--- src/rtl/bsync_rx.sv ---
// BSYNC pulse-train receiver: measures the rising-edge period, classifies it against
// the two generator modes, and reports lock, detected mode and loss of sync.
module bsync_rx #(
  parameter int unsigned SYNC_STAGES = 2,
  parameter int unsigned CNT_W       = 16,
  parameter int unsigned PERIOD_A    = 1000,
  parameter int unsigned PERIOD_B    = 2000,
  parameter int unsigned TOL         = 4,
  parameter int unsigned LOCK_CNT    = 3,
  parameter int unsigned TIMEOUT     = 4096
) (
  input  logic             IO_SYS_CLK,
  input  logic             IO_RESET_KEY,
  input  logic             IO_BSYNC_IN,
  output logic             LED1,
  output logic             LED2,
  output logic [CNT_W-1:0] period_out,
  output logic             period_vld,
  output logic             sync_err
);

  // Room for LOCK_CNT+1 so a candidate count never wraps, even with LOCK_CNT=1.
  localparam int unsigned MATCH_W = $clog2(LOCK_CNT + 2);

  localparam logic [CNT_W-1:0] A_LO   = CNT_W'((PERIOD_A > TOL) ? PERIOD_A - TOL : 0);
  localparam logic [CNT_W-1:0] A_HI   = CNT_W'(PERIOD_A + TOL);
  localparam logic [CNT_W-1:0] B_LO   = CNT_W'((PERIOD_B > TOL) ? PERIOD_B - TOL : 0);
  localparam logic [CNT_W-1:0] B_HI   = CNT_W'(PERIOD_B + TOL);
  localparam logic [CNT_W-1:0] TO_VAL = CNT_W'(TIMEOUT);
  localparam logic [MATCH_W-1:0] LOCK_VAL = MATCH_W'(LOCK_CNT);

  typedef enum logic [1:0] {
    SEARCH,
    ARMED,
    TRACK,
    LOCKED
  } state_t;

  logic [SYNC_STAGES-1:0] sync_ff;
  logic                   prev;
  logic                   rise;
  logic [CNT_W-1:0]       cnt;
  logic [CNT_W-1:0]       cnt_n;

  state_t               state;
  state_t               state_n;
  logic                 cand;
  logic                 cand_n;
  logic                 mode;
  logic                 mode_n;
  logic [MATCH_W-1:0]   match;
  logic [MATCH_W-1:0]   match_n;

  logic                 is_a;
  logic                 is_b;
  logic                 cls_ok;
  logic                 timeout;

  logic                 led1_n;
  logic                 led2_n;
  logic                 vld_n;
  logic                 err_n;
  logic [CNT_W-1:0]     pout_n;

  // Rise detect is registered so the FSM sees it SYNC_STAGES+1 clocks after the pin.
  always_ff @(posedge IO_SYS_CLK or posedge IO_RESET_KEY) begin
    if (IO_RESET_KEY) begin
      sync_ff <= '0;
      prev    <= 1'b0;
      rise    <= 1'b0;
    end else begin
      sync_ff <= {sync_ff[SYNC_STAGES-2:0], IO_BSYNC_IN};
      prev    <= sync_ff[SYNC_STAGES-1];
      rise    <= sync_ff[SYNC_STAGES-1] & ~prev;
    end
  end

  always_comb begin
    is_a    = (cnt >= A_LO) && (cnt <= A_HI);
    is_b    = (cnt >= B_LO) && (cnt <= B_HI);
    cls_ok  = is_a | is_b;
    timeout = (cnt == TO_VAL) && !rise;
  end

  // State register, tracking data and registered outputs.
  always_ff @(posedge IO_SYS_CLK or posedge IO_RESET_KEY) begin
    if (IO_RESET_KEY) begin
      state      <= SEARCH;
      cand       <= 1'b0;
      mode       <= 1'b0;
      match      <= '0;
      cnt        <= '0;
      LED1       <= 1'b0;
      LED2       <= 1'b0;
      period_out <= '0;
      period_vld <= 1'b0;
      sync_err   <= 1'b0;
    end else begin
      state      <= state_n;
      cand       <= cand_n;
      mode       <= mode_n;
      match      <= match_n;
      cnt        <= cnt_n;
      LED1       <= led1_n;
      LED2       <= led2_n;
      period_out <= pout_n;
      period_vld <= vld_n;
      sync_err   <= err_n;
    end
  end

  // Next-state logic; is_b doubles as the class bit (0=A, 1=B) when cls_ok.
  always_comb begin
    state_n = state;
    cand_n  = cand;
    mode_n  = mode;
    match_n = match;
    unique case (state)
      SEARCH: begin
        if (rise) state_n = ARMED;
      end
      ARMED: begin
        if (rise) begin
          if (cls_ok) begin
            state_n = TRACK;
            cand_n  = is_b;
            match_n = MATCH_W'(1);
          end
        end else if (timeout) begin
          state_n = SEARCH;
        end
      end
      TRACK: begin
        if (rise) begin
          if (!cls_ok) begin
            state_n = ARMED;
          end else if (is_b == cand) begin
            match_n = match + 1'b1;
          end else begin
            cand_n  = is_b;
            match_n = MATCH_W'(1);
          end
        end else if (timeout) begin
          state_n = SEARCH;
        end
      end
      LOCKED: begin
        if (rise) begin
          if (!cls_ok) begin
            state_n = ARMED;
          end else if (is_b != mode) begin
            state_n = TRACK;
            cand_n  = is_b;
            match_n = MATCH_W'(1);
          end
        end else if (timeout) begin
          state_n = SEARCH;
        end
      end
      default: state_n = SEARCH;
    endcase
    // A candidate run reaching LOCK_CNT locks at once; covers LOCK_CNT=1 from ARMED.
    if (state != LOCKED && state_n == TRACK && match_n >= LOCK_VAL) begin
      state_n = LOCKED;
      mode_n  = cand_n;
    end
  end

  // Output and counter next values.
  always_comb begin
    led1_n = (state_n == LOCKED);
    led2_n = (state_n == LOCKED) && mode_n;
    vld_n  = rise && (state != SEARCH);
    pout_n = vld_n ? cnt : period_out;
    err_n  = (state == LOCKED) && (state_n != LOCKED);
    if (rise) begin
      cnt_n = CNT_W'(1);
    end else if (state == SEARCH || timeout) begin
      cnt_n = '0;
    end else begin
      cnt_n = cnt + 1'b1;
    end
  end

endmodule

--- config.mk ---
export PLATFORM = sky130hd
export DESIGN_NAME = bsync_rx
export DESIGN_NICKNAME = d
export VERILOG_FILES = /design/src/rtl/bsync_rx.sv
export SDC_FILE = /design/constraint.sdc
export NUM_CORES = 1
export LEC_CHECK = 0
export CAP_MARGIN = 25
export CORE_ASPECT_RATIO = 0.7
export CORE_MARGIN = 5
export CORE_UTILIZATION = 60
export DETAILED_ROUTE_END_ITERATION = 10
export DONT_BUFFER_PORTS = 1
export GPL_ROUTABILITY_DRIVEN = 0
export PLACE_DENSITY = 0.76
export SETUP_SLACK_MARGIN = 0.15
export SLEW_MARGIN = 10
export SYNTH_ARGS = -nofsm -noshare
export SYNTH_HDL_FRONTEND = slang
export SYNTH_SLANG_ARGS = --single-unit
export TNS_END_PERCENT = 10
--- constraint.sdc ---
create_clock -name IO_SYS_CLK -period 4.2 [get_ports IO_SYS_CLK]
set_clock_uncertainty 0.15 [all_clocks]
set_input_delay 0.63 -clock IO_SYS_CLK [delete_from_list [all_inputs] [get_ports IO_SYS_CLK]]
set_output_delay 0.63 -clock IO_SYS_CLK [all_outputs]
set_load 0.01 [all_outputs]
==> reports/results.tsv, run 1 <==
metric	value	unit
status	complete, no violations	
Yosys warnings	0	
final wirelength	4826	µm
Worst VDD drop	0.2562	mV
H-tree depth	2	
Cell Rows	18	
worst hold slack	205.8	ps
MaxCap Viol Count	0	
placed insts	280	
drt first pass iters	4	
all-layer global routing usage	19.76	%
largest net degree at the start of global routing	48	
worst setup path class	flip-flop to flip-flop	
CP Depth	9	
Worst path slowest cell	dfrtp_1	
Mapped Avg Cell Area	9.722	µm²
Slew headroom	69.63	%
number of synthesized register bits	47	
most frequent cells in the layout	nand2_1, dfrtp_1, nor2_1, o21ai_0	
Clock Root Buffer	clkbuf_8	
# IOs	23	
post-DP HPWL	3312	µm
Max Buffers Root-to-Sink	2	
crit-path max FO	21	
Synth area leader	dfrtp_1	
clk slew on worst S/H paths	90	ps
Synth Flop Type	dfrtp_1	
Tightest Pin Transition	452.8	ps
Post-Synthesis Cells	239	
Pwr per Cell Area	399.9	mW/mm²
DRC Markers	0	
Slew Limit Fails	0	
fin nets	245	
final setup fails	0	
RSZ-0062 raised after global routing	no	
vias in the first global route	1571	
max incr delay on CP	570	ps
CTS tree	done	
Die Wd	84.38	µm
critical path launch point type	flip-flop	
Via density	5.879	
Final Cell Area	0.002494	mm²
layout overhead on the synthesized area	7.324	%
first-pass GRT wire length	7866	µm
layout cells sized above 1	12.08	%
Async S/R FF share, synth	100.0	%
initial antenna violation count	0	
Initial Util	64.08	%
Overflow after GRT	0	
syn nets	245	
CP cell instances	o21ai_1 -> buf_4 -> inv_2 -> nand2_1 -> a221oi_1 -> a311o_1 -> o21ai_2 -> o31ai_4 -> mux2_4	
First DRT Iteration DRCs	94	
final setup TNS	0	ps
top-area cell type share of the netlist area	50.62	%
dpl ws	1457	ps
final setup margin	1447	ps
Critical Path Source	rise	
DIE AREA	0.005237	mm²
Vias	1705	
period utilization	65.55	%
Hold/Removal Path Class	input port to flip-flop	
Max Fclk	363.2	MHz
worst reg-to-reg setup slack	1450	ps
Avg WL per Cell	16.64	µm
Mapped Area	0.002323	mm²
Tmin final	2753	ps
n_diodes	0	
Unique masters post-synth	56	
IO buf count	0	
r2r worst-path depth	9	
hold_sp	IO_BSYNC_IN	
Num Clock Sinks	47	
Final Non-Filler Cells	290	
Placed Instance Area	0.002351	mm²
CP endpoint kind	flip-flop	
Area contributors post-synth	dfrtp_1, nand2_1, nor2_1	
Static Leak	1.125	nW
WP buf/inv	2	
Crit Reg-Reg Startpoint	rise	
die height	62.07	µm
Num CTS Buffers	5	
total core area	0.003626	mm²
final hold vios	0	
delay-heaviest family, CP	compound AO/OA/AOI/OAI gates	
Post-synth EDFFs	0	
Critical Path RT	4250	ps
ANT nets after route	0	
Hold Crit Depth	0	
leading cell type in the layout, fill and taps excluded	nand2_1	
clock network latency to the later pin of the worst-skew pair	310	ps
post-synthesis sequential area ratio	50.62	%
CP arrival	2800	ps
area by class of cell:
class / instances / area [µm²]
well taps: 50 / 62.56
flip-flops and latches: 47 / 1176
clock buffers: 5 / 68.82
clock inverters: 3 / 43.79
multi-input cells: 173 / 1071
repair buffers: 3 / 37.54
inverters: 9 / 33.78
fillers: 285 / 1132
cells in the mapped netlist (3+ instances only):
| master | n |
|---|---|
| nand2_1 | 57 |
| dfrtp_1 | 47 |
| nor2_1 | 19 |
| o21ai_0 | 9 |
| inv_1 | 8 |
| xor2_1 | 7 |
| a21oi_1 | 5 |
| clkbuf_1 | 5 |
| nand3_1 | 5 |
| nand4_1 | 5 |
| xnor2_1 | 5 |
| a211oi_1 | 4 |
| and2_1 | 4 |
| buf_2 | 4 |
| nor2b_1 | 4 |
| ha_1 | 3 |
per-layer routing:
metal / GRT usage [%] / wire length [µm] / vias up
met4: 6.095 / 105 / 0
met2: 28.88 / 2025 / 60
met3: 5.929 / 396 / 13
li1: - / - / 816
met1: 28.75 / 2298 / 816
met5: 0 / 0 / -
timing repair:
action                    in CTS  in global routing
hold buffers                   0                  1
hold endpoints to repair       0                  6
resized for setup              0                  0
buffers inserted               0                  0
cell families (layout without fill, tap and decap cells):
kind of cell               Yosys count  count (layout)  synth area share, %
DFF                                 47              47                50.62
xor gates and xnor gates            12              12                4.523
buffers and inverters               19              20                3.285
and+or+nand+nor                    117             117                25.63
AOI/OAI and AO/OA                   38              38                12.76
adders and majority gates            3               3                1.616
muxes                                3               3                1.561
power by group:
group          switching (mW)  internal [mW]  leakage, nW
Clock                   0.153          0.177       0.0581
Combinational          0.0814         0.0488        0.439
Sequential             0.0504          0.486        0.627
worst paths after layout:
check                                     end
worst max-delay path                     mode
worst min-delay path               sync_ff[0]
worst max register to register           mode
worst min register to register     sync_ff[1]
max in group asynchronous                rise
min in group asynchronous       period_out[4]
sequential cells by signal, indices dropped and copies added, names as in the netlist:
register and flops:
rise 1, sync_err 1, LED2 1, sync_ff 2
prev 1, cand 1, period_vld 1, period_out 16
cnt 16, mode 1, state 2, match 3
LED1 1
metrics by stage:
stage | total power [mW] | utilization [%]
2_1_floorplan | 0.6394 | -
3_3_place_gp | 0.6625 | 64.84
3_5_place_dp | 0.6684 | 64.84
4_1_cts | 0.9950 | 67.94
5_1_grt | 1.055 | 68.77
6_report | 0.9973 | 68.77
No activity file was read; power rests on OpenSTA's default activity.
==> inputs of run 2 (changes only) <==
clock period = 2.8 ns   (was 4.2 ns; I/O delays follow)
==> run 2 against run 1 <==
First-iteration DRC count increased by 54%. Largest cell class unchanged. Combinational power increased by 71%. Design area increased by 3.0%. Via count increased by 1.3%. Clock-buffer cell count increased by 1.
==> reports/results.tsv, run 2 (synthesis results as in run 1) <==
metric	value	unit	change
status	complete, no violations		unchanged
Clock power frac	28.1	%	was 33.1%
layout overhead on the synthesized area	10.55	%	was 7.324%
combinational share of power	15.6	%	was 13.1%
critical path launch point type	flip-flop		unchanged
most frequent cells in the layout	nand2_1, dfrtp_1, nor2_1, o21ai_0, buf_4		was nand2_1, dfrtp_1, nor2_1, o21ai_0
Max Buffers Root-to-Sink	2		unchanged
CP cell instances	inv_1 -> ha_1 -> nand2b_1 -> o211ai_4 -> a21oi_4 -> o21ai_1 -> o211a_1 -> o31ai_4 -> mux2_4		was o21ai_1 -> buf_4 -> inv_2 -> nand2_1 -> a221oi_1 -> a311o_1 -> o21ai_2 -> o31ai_4 -> mux2_4
clk slew on worst S/H paths	80	ps	was 90 ps
final setup TNS	0	ps	unchanged
n_diodes	0		unchanged
max incr delay on CP	380	ps	was 570 ps
IO buf count	0		unchanged
crit-path max FO	4		was 21
layout cells sized above 1	16.19	%	was 12.08%
NetSw	0.4126	mW	was 0.2849 mW
Die Wd	84.38	µm	unchanged
final setup fails	0		unchanged
WP buf/inv	1		was 2
Worst path slowest cell	dfrtp_1		unchanged
post-DP HPWL	3223	µm	was 3312 µm
Largest regs	cnt: 16 flops, period_out: 16 flops, match: 3 flops		unchanged
Final Core Density	70.84	%	was 68.77%
total core area	0.003626	mm²	unchanged
Overflow after GRT	0		unchanged
initial antenna violation count	0		unchanged
H-tree depth	2		unchanged
largest net degree at the start of global routing	48		unchanged
ANT nets after route	0		unchanged
switching part of the total power	28.99	%	was 28.56%
Slew headroom	65.96	%	was 69.63%
# IOs	23		unchanged
die height	62.07	µm	unchanged
Clock Root Buffer	clkbuf_8		unchanged
First DRT Iteration DRCs	145		was 94
Cell Rows	18		unchanged
DRC Markers	0		unchanged
Pwr per Cell Area	554.0	mW/mm²	was 399.9 mW/mm²
Via density	5.815		was 5.879
Tightest Pin Transition	506.8	ps	was 452.8 ps
power share of the sequential group	56.3	%	was 53.8%
all-layer global routing usage	19.03	%	was 19.76%
Tmin final	2539	ps	was 2753 ps
worst setup path class	flip-flop to flip-flop		unchanged
CP arrival	2570	ps	was 2800 ps
Avg WL per Cell	15.72	µm	was 16.64 µm
Initial Util	64.08	%	unchanged
Vias	1727		was 1705
Hold/Removal Path Class	flip-flop to flip-flop		was input port to flip-flop
MaxCap Viol Count	0		unchanged
Critical Path RT	2830	ps	was 4250 ps
P_int	1.011	mW	was 0.7124 mW
Max Fclk	393.9	MHz	was 363.2 MHz
leading cell type in the layout, fill and taps excluded	nand2_1		unchanged
Num Clock Sinks	47		unchanged
first-pass GRT wire length	7652	µm	was 7866 µm
period utilization	90.67	%	was 65.55%
RSZ-0062 raised after global routing	no		unchanged
Static Leak	1.173	nW	was 1.125 nW
clock network latency to the later pin of the worst-skew pair	290	ps	was 310 ps
vias in the first global route	1568		was 1571
CTS tree	done		unchanged
Worst VDD drop	0.3765	mV	was 0.2562 mV
drt first pass iters	7		was 4
final wirelength	4670	µm	was 4826 µm
Num CTS Buffers	5		unchanged
delay-heaviest family, CP	compound AO/OA/AOI/OAI gates		unchanged
Power, Total	1.423	mW	was 0.9973 mW
CP endpoint kind	flip-flop		unchanged
fin nets	253		was 245
DIE AREA	0.005237	mm²	unchanged
final hold vios	0		unchanged
Slew Limit Fails	0		unchanged
==> run 2: what timing repair did <==
action,4_1_cts,5_1_grt
hold endpoints to repair,1,19
hold buffers,1,1
gates resized for setup,0,8
setup endpoints to repair,0,2
setup buffers,0,4
==> run 2: worst paths after layout <==
check	startpoint	slack [ps]	endpoint	depth (start not counted)
worst max-delay path	cnt[1]	260	mode	9
worst min-delay path	sync_ff[0]	210	sync_ff[1]	0
min in group asynchronous	IO_RESET_KEY	430	period_out[1]	2
max in group asynchronous	IO_RESET_KEY	1570	cnt[11]	3
worst max register to register	cnt[1]	260	mode	9
worst min register to register	sync_ff[0]	210	sync_ff[1]	0
==> run 2: cell type report <==
class	instances	area, µm²
Sequential cell	47	1180
Multi-Input combinational cell	173	1105
Fill cell	269	1057
Timing Repair Buffer	11	100.1
Clock buffer	6	82.58
Tap cell	50	62.56
Inverter	9	33.78
Clock inverter	1	5.005
==> run 2: power by group through the flow <==
stage,combinational (mW),clock [mW],sequential (mW)
after floorplan,0.172,0,0.787
after global placement,0.184,0,0.812
after detailed placement,0.185,0,0.815
after CTS,0.187,0.410,0.802
after global routing,0.248,0.447,0.809
final,0.222,0.400,0.801
==> run 2: stage by stage <==
step | cells | worst slack [ps] | instance area (µm²) | hold WS (ps)
after floorplan | 239 | 425.6 | 2323 | 181.2
after global placement | 283 | 268.1 | 2374 | 194.1
after detailed placement | 283 | 226.3 | 2374 | 185.7
after CTS | 291 | 205.9 | 2471 | 95.31
after global routing | 297 | 111.1 | 2569 | 224.2
final | 297 | 261.3 | 2569 | 206.5
==> run 2: layer usage <==
| metal | routed length [µm] | part of all wire [%] | vias up | global-route usage, % |
|---|---|---|---|---|
| met4 | 42 | 0.90 | 0 | 6.095 |
| met3 | 342 | 7.3 | 4 | 5.138 |
| met5 | 0 | 0 | - | 0 |
| met1 | 2281 | 49 | 834 | 28.05 |
| li1 | - | - | 833 | - |
| met2 | 2005 | 43 | 56 | 27.64 |
